--- config.mk ---
export PLATFORM = sky130hd
export DESIGN_NAME = bram_mask_ctrl_flat
export DESIGN_NICKNAME = d
export VERILOG_FILES = /design/src/rtl/bram_mask_ctrl_if.sv /design/src/rtl/bram_mask_ctrl.sv /design/src/flat_wrapper.sv
export SDC_FILE = /design/constraint.sdc
export NUM_CORES = 1
export LEC_CHECK = 0
export CAP_MARGIN = 20
export CELL_PAD_IN_SITES_DETAIL_PLACEMENT = 1
export CELL_PAD_IN_SITES_GLOBAL_PLACEMENT = 1
export CORE_ASPECT_RATIO = 1.4
export CORE_MARGIN = 2
export CORE_UTILIZATION = 34
export CTS_CLUSTER_DIAMETER = 30
export DETAILED_ROUTE_END_ITERATION = 12
export PLACE_DENSITY_LB_ADDON = 0.1
export SLEW_MARGIN = 40
export SYNTH_ARGS = -nofsm -noshare
export SYNTH_HDL_FRONTEND = slang
export SYNTH_SLANG_ARGS = --single-unit
--- constraint.sdc ---
create_clock -name clk -period 2.1 [get_ports clk]
set_input_delay 0.315 -clock clk [delete_from_list [all_inputs] [get_ports clk]]
set_output_delay 0.315 -clock clk [all_outputs]
set_load 0.01 [all_outputs]
--- src/rtl/bram_mask_ctrl_if.sv ---
// ---------------------------------------------------------------------------
// bram_mask_ctrl_if
// Request / read-response handshake bundle for bram_mask_ctrl.
//
//   req_valid / req_ready : request handshake (master -> slave)
//   req_we                : 1 = masked write, 0 = read
//   req_addr              : word address
//   req_wmask             : per-lane write enable, bit i enables lane i
//   req_wdata             : write data
//   rsp_valid / rsp_ready : read response handshake (slave -> master)
//   rsp_data              : read data
//
// master : the requester (drives requests, accepts responses)
// slave  : the controller (accepts requests, drives responses)
// ---------------------------------------------------------------------------
interface bram_mask_ctrl_if #(
  parameter int ADDR_WIDTH = 12,
  parameter int DATA_WIDTH = 24,
  parameter int MASK_WIDTH = 8
);
  localparam int NLANE = DATA_WIDTH / MASK_WIDTH;

  logic                  req_valid;
  logic                  req_ready;
  logic                  req_we;
  logic [ADDR_WIDTH-1:0] req_addr;
  logic [NLANE-1:0]      req_wmask;
  logic [DATA_WIDTH-1:0] req_wdata;
  logic                  rsp_valid;
  logic                  rsp_ready;
  logic [DATA_WIDTH-1:0] rsp_data;

  modport master (
    output req_valid, req_we, req_addr, req_wmask, req_wdata, rsp_ready,
    input  req_ready, rsp_valid, rsp_data
  );

  modport slave (
    input  req_valid, req_we, req_addr, req_wmask, req_wdata, rsp_ready,
    output req_ready, rsp_valid, rsp_data
  );
endinterface

--- src/rtl/bram_mask_ctrl.sv ---
// ---------------------------------------------------------------------------
// bram_mask_ctrl
// Controller in front of a single-port, lane-maskable BRAM. Accepts masked
// writes (one per cycle), single-outstanding reads with a backpressured
// response, and a bulk clear that fills the whole memory with a value.
//
// Ports
//   clk, rst_n     : clock (rising edge), asynchronous active-low reset
//   bus            : request/response handshake (bram_mask_ctrl_if.slave)
//   clr_start      : one-cycle pulse, starts a clear (only honoured in IDLE)
//   clr_value      : fill value, captured when the clear starts
//   clr_busy       : high while the clear is sweeping the memory
//   clr_done       : one-cycle pulse the cycle after the last clear write
//   mem_cen        : memory enable, active low (registered)
//   mem_gwen       : 1 = write, 0 = read (registered)
//   mem_wen        : lane write enables (registered)
//   mem_addr       : memory address (registered)
//   mem_din        : memory write data (registered)
//   mem_dout       : memory read data, valid the cycle after a read is sampled
//
// DATA_WIDTH must be an exact multiple of MASK_WIDTH.
// ---------------------------------------------------------------------------
module bram_mask_ctrl #(
  parameter int ADDR_WIDTH = 12,
  parameter int DATA_WIDTH = 24,
  parameter int MASK_WIDTH = 8,
  localparam int NLANE = DATA_WIDTH / MASK_WIDTH
) (
  input  logic                  clk,
  input  logic                  rst_n,
  bram_mask_ctrl_if.slave       bus,
  input  logic                  clr_start,
  input  logic [DATA_WIDTH-1:0] clr_value,
  output logic                  clr_busy,
  output logic                  clr_done,
  output logic                  mem_cen,
  output logic                  mem_gwen,
  output logic [NLANE-1:0]      mem_wen,
  output logic [ADDR_WIDTH-1:0] mem_addr,
  output logic [DATA_WIDTH-1:0] mem_din,
  input  logic [DATA_WIDTH-1:0] mem_dout
);

  typedef enum logic [1:0] {
    IDLE     = 2'd0,
    RD_ISSUE = 2'd1,
    RD_RSP   = 2'd2,
    CLEAR    = 2'd3
  } state_t;

  // The clear counter holds the next address to issue; it is one bit wider
  // than the address so that reaching DEPTH marks the end of the sweep.
  localparam logic [ADDR_WIDTH:0] CNT_ONE = {{ADDR_WIDTH{1'b0}}, 1'b1};
  localparam logic [ADDR_WIDTH:0] CNT_END = {1'b1, {ADDR_WIDTH{1'b0}}};

  state_t                state;
  state_t                state_nxt;

  logic [ADDR_WIDTH:0]   clr_cnt;
  logic [ADDR_WIDTH:0]   clr_cnt_nxt;
  logic [DATA_WIDTH-1:0] clr_val;
  logic [DATA_WIDTH-1:0] clr_val_nxt;
  logic                  clr_done_nxt;

  logic                  mem_cen_nxt;
  logic                  mem_gwen_nxt;
  logic [NLANE-1:0]      mem_wen_nxt;
  logic [ADDR_WIDTH-1:0] mem_addr_nxt;
  logic [DATA_WIDTH-1:0] mem_din_nxt;

  logic                  req_accept;
  logic                  clr_last;

  // A pending clr_start blocks acceptance so the clear always wins the cycle.
  assign bus.req_ready = (state == IDLE) && !clr_start;
  assign req_accept    = bus.req_valid && bus.req_ready;
  assign clr_last      = (clr_cnt == CNT_END);

  assign bus.rsp_valid = (state == RD_RSP);
  // The memory is not enabled while in RD_RSP, so mem_dout holds still.
  assign bus.rsp_data  = mem_dout;
  assign clr_busy      = (state == CLEAR);

  // State register
  always_ff @(posedge clk or negedge rst_n) begin
    if (!rst_n) begin
      state <= IDLE;
    end else begin
      state <= state_nxt;
    end
  end

  // Next-state logic
  always_comb begin
    state_nxt = state;
    case (state)
      IDLE: begin
        if (clr_start) begin
          state_nxt = CLEAR;
        end else if (req_accept && !bus.req_we) begin
          state_nxt = RD_ISSUE;
        end
      end
      RD_ISSUE: state_nxt = RD_RSP;
      RD_RSP: begin
        if (bus.rsp_ready) begin
          state_nxt = IDLE;
        end
      end
      CLEAR: begin
        if (clr_last) begin
          state_nxt = IDLE;
        end
      end
      default: state_nxt = IDLE;
    endcase
  end

  // Output logic: next values of the registered memory port and clear state.
  // Address/data hold their last value when the port is idle to avoid
  // needless toggling; only mem_cen qualifies the port.
  always_comb begin
    mem_cen_nxt  = 1'b1;
    mem_gwen_nxt = 1'b0;
    mem_wen_nxt  = '0;
    mem_addr_nxt = mem_addr;
    mem_din_nxt  = mem_din;
    clr_cnt_nxt  = clr_cnt;
    clr_val_nxt  = clr_val;
    clr_done_nxt = 1'b0;
    case (state)
      IDLE: begin
        if (clr_start) begin
          // Address 0 goes out straight away; the counter resumes at 1.
          mem_cen_nxt  = 1'b0;
          mem_gwen_nxt = 1'b1;
          mem_wen_nxt  = '1;
          mem_addr_nxt = '0;
          mem_din_nxt  = clr_value;
          clr_cnt_nxt  = CNT_ONE;
          clr_val_nxt  = clr_value;
        end else if (req_accept) begin
          mem_cen_nxt  = 1'b0;
          mem_gwen_nxt = bus.req_we;
          mem_wen_nxt  = bus.req_we ? bus.req_wmask : '0;
          mem_addr_nxt = bus.req_addr;
          if (bus.req_we) begin
            mem_din_nxt = bus.req_wdata;
          end
        end
      end
      CLEAR: begin
        if (clr_last) begin
          clr_done_nxt = 1'b1;
        end else begin
          mem_cen_nxt  = 1'b0;
          mem_gwen_nxt = 1'b1;
          mem_wen_nxt  = '1;
          mem_addr_nxt = clr_cnt[ADDR_WIDTH-1:0];
          mem_din_nxt  = clr_val;
          clr_cnt_nxt  = clr_cnt + CNT_ONE;
        end
      end
      default: ;
    endcase
  end

  // Registered memory port and clear bookkeeping
  always_ff @(posedge clk or negedge rst_n) begin
    if (!rst_n) begin
      mem_cen  <= 1'b1;
      mem_gwen <= 1'b0;
      mem_wen  <= '0;
      mem_addr <= '0;
      mem_din  <= '0;
      clr_cnt  <= '0;
      clr_val  <= '0;
      clr_done <= 1'b0;
    end else begin
      mem_cen  <= mem_cen_nxt;
      mem_gwen <= mem_gwen_nxt;
      mem_wen  <= mem_wen_nxt;
      mem_addr <= mem_addr_nxt;
      mem_din  <= mem_din_nxt;
      clr_cnt  <= clr_cnt_nxt;
      clr_val  <= clr_val_nxt;
      clr_done <= clr_done_nxt;
    end
  end

endmodule
--- src/flat_wrapper.sv ---
// flat-port wrapper written by rule: the top's interface ports become plain ports
module bram_mask_ctrl_flat 
#(
  parameter int ADDR_WIDTH = 12,
  parameter int DATA_WIDTH = 24,
  parameter int MASK_WIDTH = 8,
  localparam int NLANE = DATA_WIDTH / MASK_WIDTH
)
  (clk, rst_n, clr_start, clr_value, clr_busy, clr_done, mem_cen, mem_gwen, mem_wen, mem_addr, mem_din, mem_dout, bus_req_valid, bus_req_we, bus_req_addr, bus_req_wmask, bus_req_wdata, bus_rsp_ready, bus_req_ready, bus_rsp_valid, bus_rsp_data);
  bram_mask_ctrl_if #(.ADDR_WIDTH(ADDR_WIDTH), .DATA_WIDTH(DATA_WIDTH), .MASK_WIDTH(MASK_WIDTH)) bus_i ();
  input  logic clk;
  input  logic rst_n;
  input  logic clr_start;
  input  logic [DATA_WIDTH-1:0] clr_value;
  output logic clr_busy;
  output logic clr_done;
  output logic mem_cen;
  output logic mem_gwen;
  output logic [NLANE-1:0] mem_wen;
  output logic [ADDR_WIDTH-1:0] mem_addr;
  output logic [DATA_WIDTH-1:0] mem_din;
  input  logic [DATA_WIDTH-1:0] mem_dout;
  input wire logic [$bits(bus_i.req_valid)-1:0] bus_req_valid;
  input wire logic [$bits(bus_i.req_we)-1:0] bus_req_we;
  input wire logic [$bits(bus_i.req_addr)-1:0] bus_req_addr;
  input wire logic [$bits(bus_i.req_wmask)-1:0] bus_req_wmask;
  input wire logic [$bits(bus_i.req_wdata)-1:0] bus_req_wdata;
  input wire logic [$bits(bus_i.rsp_ready)-1:0] bus_rsp_ready;
  output wire logic [$bits(bus_i.req_ready)-1:0] bus_req_ready;
  output wire logic [$bits(bus_i.rsp_valid)-1:0] bus_rsp_valid;
  output wire logic [$bits(bus_i.rsp_data)-1:0] bus_rsp_data;
  assign bus_i.req_valid = bus_req_valid;
  assign bus_i.req_we = bus_req_we;
  assign bus_i.req_addr = bus_req_addr;
  assign bus_i.req_wmask = bus_req_wmask;
  assign bus_i.req_wdata = bus_req_wdata;
  assign bus_i.rsp_ready = bus_rsp_ready;
  assign bus_req_ready = bus_i.req_ready;
  assign bus_rsp_valid = bus_i.rsp_valid;
  assign bus_rsp_data = bus_i.rsp_data;
  bram_mask_ctrl #(.ADDR_WIDTH(ADDR_WIDTH), .DATA_WIDTH(DATA_WIDTH), .MASK_WIDTH(MASK_WIDTH)) u_core (.clk(clk), .rst_n(rst_n), .bus(bus_i), .clr_start(clr_start), .clr_value(clr_value), .clr_busy(clr_busy), .clr_done(clr_done), .mem_cen(mem_cen), .mem_gwen(mem_gwen), .mem_wen(mem_wen), .mem_addr(mem_addr), .mem_din(mem_din), .mem_dout(mem_dout));
endmodule
==> results.cfg, run 1 <==
[status]
outcome = complete, no violations

[detailed_routing]
drt-met1-wl_um = 4570
detail_route.first_pass.iterations = 4
vias_per_cell = 5.20
drc = 0
wl_met3_um = 564
met2WireLength_um = 6150
detail_route.wl_per_cell_um = 18.1
highest_layer = met5
num_vias = 3294
wl_um = 11500
ant_nets = 0
drt_iter0_drc = 65

[critical_path]
critical_path_class = flop to flop
worstSetupStartpointType = flop
ff2ff_path_depth = 7
crit_start = u_core.clr_cnt[0]
cp.arrival_ns = 2.21
endpoint = u_core.mem_din[2]
r2r-start = u_core.clr_cnt[0]
required_ns = 2.32
end_kind = flop
max_stage_delay_ns = 0.41
reg2reg_slack_ns = 0.11
crit_slowest_cell = dfrtp_1
cp_max_fo = 14
crit_chain = inv_1, ha_1, nor4b_4, nand4_4, nand2_2, buf_12, mux2_2
r2r-end = u_core.mem_din[2]

[global_route]
grt_max_degree = 54
grt_first_pass_wirelength_um = 18300
overflow = 0
first_global_vias = 3640
track_usage_pct = 17.5
antenna_found_initial = 1

[synth]
syn_nets = 477
seq_area_frac_synth_pct = 47.7
ys_types = 44
syn_inst = 377
ys_async_sr_fraction_pct = 100
synth_area_per_cell_um2 = 11.3
ys_ff_latch = 81
syn_area_mm2 = 0.00426
ys_warn_count = 0
synth_top_flop_cell = dfrtp_1
synth-edff-count = 0

[placement]
dp.cells = 616
hpwl_um = 8230
portBuffers = 113
gp_congestion = 0.809

[die]
die_area_mm2 = 0.0134
die-width_um = 98.6
io_pins = 162
start_util_pct = 34.7
row_count = 48
die_y_um = 136
coreArea_mm2 = 0.0123

[clock_tree]
clkSinkCount = 81
cts_buffer_depth = 2
cts_tree = yes
cts_made_buffers = 9
insertion_delay_ns = 0.34
clockRootBuffer = clkbuf_16
path_clk_slew_ns = 0.06
cts_max_level = 3

[power]
power_density_mw_per_mm2 = 1360
finalPower_mw = 7.96
p_leak_nw = 2.52
ir_drop_uv = 595

[timing]
finalSetupViolations = 0
skew_ns = 0.00277
slew_viol_final = 0
worst_slew_margin_rel_pct = 66.3
period_share_pct = 94.9
period_needed_ns = 1.99
worst_slew_pin_slew_ns = 0.506
finalHoldViolCount = 0
fmax_ghz = 0.502

[final_layout]
multi_input_area_mm2 = 0.00193
drive_gt1_share_pct = 19.5
instances_no_fill = 633
utilization_pct = 47.7
final_nets = 578
antenna_cells = 0
fillers = 1345
regArea_mm2 = 0.00203
syn2layout_area_growth_pct = 37.4

[run]
cap_violations = 0

[worst_hold_path]
hp-class = input port to asynchronous set/reset pin
through the flow:
| step | hold slack (ns) | TNS (ns) | area [um^2] | worst slack [ns] |
|---|---|---|---|---|
| 3_5_place_dp | 0.282 | 0 | 5500 | 0.0220 |
| 3_3_place_gp | 0.273 | 0 | 5500 | 0.139 |
| 5_1_grt | 0.476 | -0.830 | 5850 | -0.0594 |
| 6_report | 0.448 | 0 | 5850 | 0.106 |
| 4_1_cts | 0.455 | 0 | 5820 | 0.0443 |
| 2_1_floorplan | 0.0194 | 0 | 4260 | 0.148 |
flip-flops by register name, summed over array words and instances (netlist names):
signal,flops
u_core.mem_wen,3
u_core.state,2
u_core.mem_cen,1
u_core.mem_addr,12
u_core.mem_din,24
u_core.clr_done,1
u_core.clr_cnt,13
u_core.mem_gwen,1
u_core.clr_val,24
cells in the mapped netlist (2+ instances only):
| master | number | area share [%] |
|---|---|---|
| nor2_1 | 4 | 0.35 |
| clkbuf_1 | 11 | 0.97 |
| buf_6 | 3 | 0.79 |
| buf_1 | 2 | 0.18 |
| buf_2 | 6 | 0.71 |
| o311ai_0 | 3 | 0.62 |
| nand3_1 | 10 | 1.2 |
| dfrtp_1 | 80 | 47 |
| buf_4 | 25 | 4.4 |
| ha_1 | 7 | 2.1 |
| o21ai_0 | 35 | 4.1 |
| mux2_1 | 21 | 5.6 |
| o31ai_1 | 5 | 0.88 |
| nand4_1 | 4 | 0.59 |
| nand2_1 | 34 | 3.0 |
| a21oi_1 | 7 | 0.82 |
| and3_1 | 6 | 0.88 |
| or3_1 | 2 | 0.29 |
| nand2_2 | 3 | 0.44 |
| inv_1 | 9 | 0.79 |
| a22o_1 | 9 | 1.9 |
| mux2_2 | 40 | 11 |
| mux2i_1 | 27 | 6.4 |
| nand2b_1 | 3 | 0.44 |
| o41ai_1 | 2 | 0.41 |
metal layers:
metal,global-route usage [%],vias up
met1,19.6,1666
met4,6.54,2
met5,0,-
li1,-,1522
met2,31.7,88
met3,4.37,16
power breakdown:
group	switching [mW]	total (mW)	leakage (nW)	internal (mW)
sequential	0.356	2.59	1.00	2.23
combinational	1.70	3.80	1.37	2.09
clock	0.627	1.58	0.142	0.949
critical path: cells and delay by family, from the launching register on:
family | cells | cell delay (ns)
AND/OR/NAND/NOR | 3 | 0.70
adder cells (fa/ha/maj) | 1 | 0.16
flip-flops | 1 | 0.41
multiplexers | 1 | 0.34
buffers and inverters | 2 | 0.26
cells in the final DEF, fill, tap and decap left out, types with 3 or more instances in the layout:
| cell type | n |
|---|---|
| clkdlybuf4s50_1 | 110 |
| buf_4 | 19 |
| inv_1 | 9 |
| nand3_1 | 9 |
| o31ai_1 | 5 |
| a21oi_1 | 7 |
| o311ai_0 | 3 |
| dfrtp_1 | 80 |
| ha_1 | 6 |
| mux2i_1 | 27 |
| buf_12 | 5 |
| and3_1 | 6 |
| nand2_1 | 34 |
| o21ai_0 | 35 |
| mux2_1 | 21 |
| a22o_1 | 9 |
| clkbuf_16 | 9 |
| nand4_1 | 4 |
| nor2_1 | 3 |
| nand2b_1 | 3 |
| mux2_2 | 40 |
layout make-up:
class	count	share of cell area, %
clock buffers	11	4.15
inverters	9	0.578
repair buffers	137	23.4
flip-flops and latches	81	34.7
multi-input cells	240	33.1
clock inverters	5	0.941
well taps	150	3.21
worst min-delay path by stage:
stage / endpoint / cells after the start
final: u_core.mem_addr[10] / 2
after global routing: u_core.clr_val[19] / 2
after CTS: u_core.mem_addr[10] / 2
after detailed placement: u_core.clr_cnt[9] / 1
after global placement: u_core.mem_addr[7] / 1
after floorplan: u_core.clr_cnt[0] / 0
kinds of logic after synthesis:
kind of cell	after synthesis	synth area share, %
and+or+nand+nor	77	9.91
buffers and inverters	56	7.85
muxes	88	22.5
adders and majority gates	7	2.06
AOI/OAI and AO/OA	68	10.0
DFF	81	47.7
timing repair:
item	in CTS	in global routing
gates resized for setup	3	4
cloned	0	0
endpoints found under the hold margin	27	0
setup endpoints to repair	1	39
hold buffers	1	0
buffers inserted	0	0
pin swaps	0	1
(Power assumes the default switching activity.)
==> run 2, diff against run 1 <==
--- a/config.mk
+++ b/config.mk
@@ -10,7 +10,8 @@
 export CELL_PAD_IN_SITES_GLOBAL_PLACEMENT = 1
 export CORE_ASPECT_RATIO = 1.4
 export CORE_MARGIN = 2
-export CORE_UTILIZATION = 34
+export CORE_UTILIZATION = 35
+export CTS_BUF_LIST = sky130_fd_sc_hd__clkbuf_2 sky130_fd_sc_hd__clkbuf_4 sky130_fd_sc_hd__clkbuf_8
 export CTS_CLUSTER_DIAMETER = 30
 export DETAILED_ROUTE_END_ITERATION = 12
 export PLACE_DENSITY_LB_ADDON = 0.1
==> results.cfg, run 2 (synthesis results as in run 1) <==
[status]
outcome = complete, no violations

[detailed_routing]
detail_route.first_pass.iterations = 6
wl_um = 11200
vias_per_cell = 5.17
drc = 0
detail_route.wl_per_cell_um = 17.8
num_vias = 3249
ant_nets = 0
drt_iter0_drc = 59

[critical_path]
r2r-end = u_core.mem_din[18]
worstSetupStartpointType = flop
end_kind = output port
reg2reg_slack_ns = 0.16
r2r-start = u_core.clr_cnt[0]
endpoint = clr_busy
required_ns = 1.78
ff2ff_path_depth = 7
cp.arrival_ns = 1.67
crit_start = u_core.state[0]
cp_max_fo = 7
critical_path_class = flop to output port

[timing]
finalHoldViolCount = 0
period_needed_ns = 1.99
finalSetupViolations = 0
worst_slew_margin_rel_pct = 45.8
rsz0062_at_grt = false
skew_ns = 0.0143
slew_viol_final = 0
worst_slew_pin_slew_ns = 0.810
period_share_pct = 94.5
whs_ns = 0.301
totalNegativeSetupSlack_ns = 0
fmax_ghz = 0.504

[clock_tree]
cts_made_buffers = 9
cts_max_level = 3
cts_setup_buffers = 0
path_clk_slew_ns = 0.09
cts_buffer_depth = 2
clockRootBuffer = clkbuf_8
insertion_delay_ns = 0.37
clkSinkCount = 81
cts_tree = yes

[global_route]
first_global_vias = 3682
overflow = 0
grt_max_degree = 50
track_usage_pct = 18.0
antenna_found_initial = 1
grt_first_pass_wirelength_um = 18700

[final_layout]
utilization_pct = 48.4
regArea_mm2 = 0.00203
multi_input_area_mm2 = 0.00193
syn2layout_area_growth_pct = 34.4
antenna_cells = 0
final_nets = 577
final_common_cell = clkdlybuf4s50_1
drive_gt1_share_pct = 19.3
top_regs = u_core.clr_val (24), u_core.mem_din (24), u_core.clr_cnt (13)
fillers = 1283
final_cell_mix = 110 x clkdlybuf4s50_1, 80 x dfrtp_1, 40 x mux2_2

[power]
power.internal_mw = 4.88
pwr-share-clk_pct = 16.3
power_density_mw_per_mm2 = 1310
p_switching_mw = 2.62
ir_drop_uv = 479
finalPower_mw = 7.51
seqPwrFrac_pct = 34.3
combPwrFrac_pct = 49.3
switching_share_pct = 34.9
p_leak_nw = 2.47

[die]
row_count = 47
coreArea_mm2 = 0.0118
start_util_pct = 36.0
die_area_mm2 = 0.0131
die_y_um = 134
die-width_um = 97.2
io_pins = 162

[placement]
portBuffers = 113
hpwl_um = 8300
gp_congestion = 0.750

[worst_hold_path]
hp-class = input port to asynchronous set/reset pin

[run]
cap_violations = 0
==> run 2: layer usage <==
metal | vias to the layer above | part of all wire [%] | GRT usage, %
li1 | 1526 | - | -
met5 | - | 0 | 0
met2 | 89 | 54 | 33.5
met1 | 1619 | 39 | 18.8
met4 | 0 | 2.0 | 7.04
met3 | 15 | 5.7 | 5.54
==> run 2: how the worst min path moves through the flow <==
stage	startpoint	slack (ns)	endpoint
2_1_floorplan	rst_n	0.02	u_core.clr_cnt[0]
3_3_place_gp	rst_n	0.16	u_core.mem_addr[9]
3_5_place_dp	rst_n	0.16	u_core.mem_addr[9]
4_1_cts	rst_n	0.30	u_core.mem_addr[9]
5_1_grt	rst_n	0.33	u_core.mem_addr[9]
6_report	rst_n	0.30	u_core.mem_addr[9]
==> run 2: worst max-delay path, cell delays in order (launching register included) <==
cell and delay [ns]:
dfrtp_1 0.41, ha_2 0.30, clkdlybuf4s50_1 0.60
==> run 2: power groups by stage <==
stage                     Combinational (mW)  Sequential [mW]  Clock, mW
final                                   3.70             2.58       1.23
after global routing                    4.03             2.67       1.33
after detailed placement                3.72             2.61          0
after global placement                  3.60             2.58          0
after CTS                               3.74             2.59       1.27
after floorplan                         2.04             2.69          0
==> run 2: metrics by stage <==
stage,worst slack (ns),cells,cell area [um^2]
floorplan,0.148,377,4260
global placement,0.107,612,5470
detailed placement,0.0516,612,5470
CTS,0.0490,629,5690
global route,0.0380,629,5720
finish,0.114,629,5720
==> run 2: area by class of cell <==
type | count | share of cell area [%]
clock buffer | 12 | 2.78
clock inverter | 4 | 0.897
inverter | 9 | 0.591
multi-input combinational | 240 | 33.7
timing repair buffer | 136 | 23.3
sequential | 81 | 35.5
tap | 147 | 3.22
==> run 2: what timing repair did <==
item / CTS / global route
resized for setup: 3 / 5
hold buffers: 1 / 0
pin swaps: 0 / 1
hold endpoints to repair: 8 / 0
endpoints found under the setup margin: 1 / 37
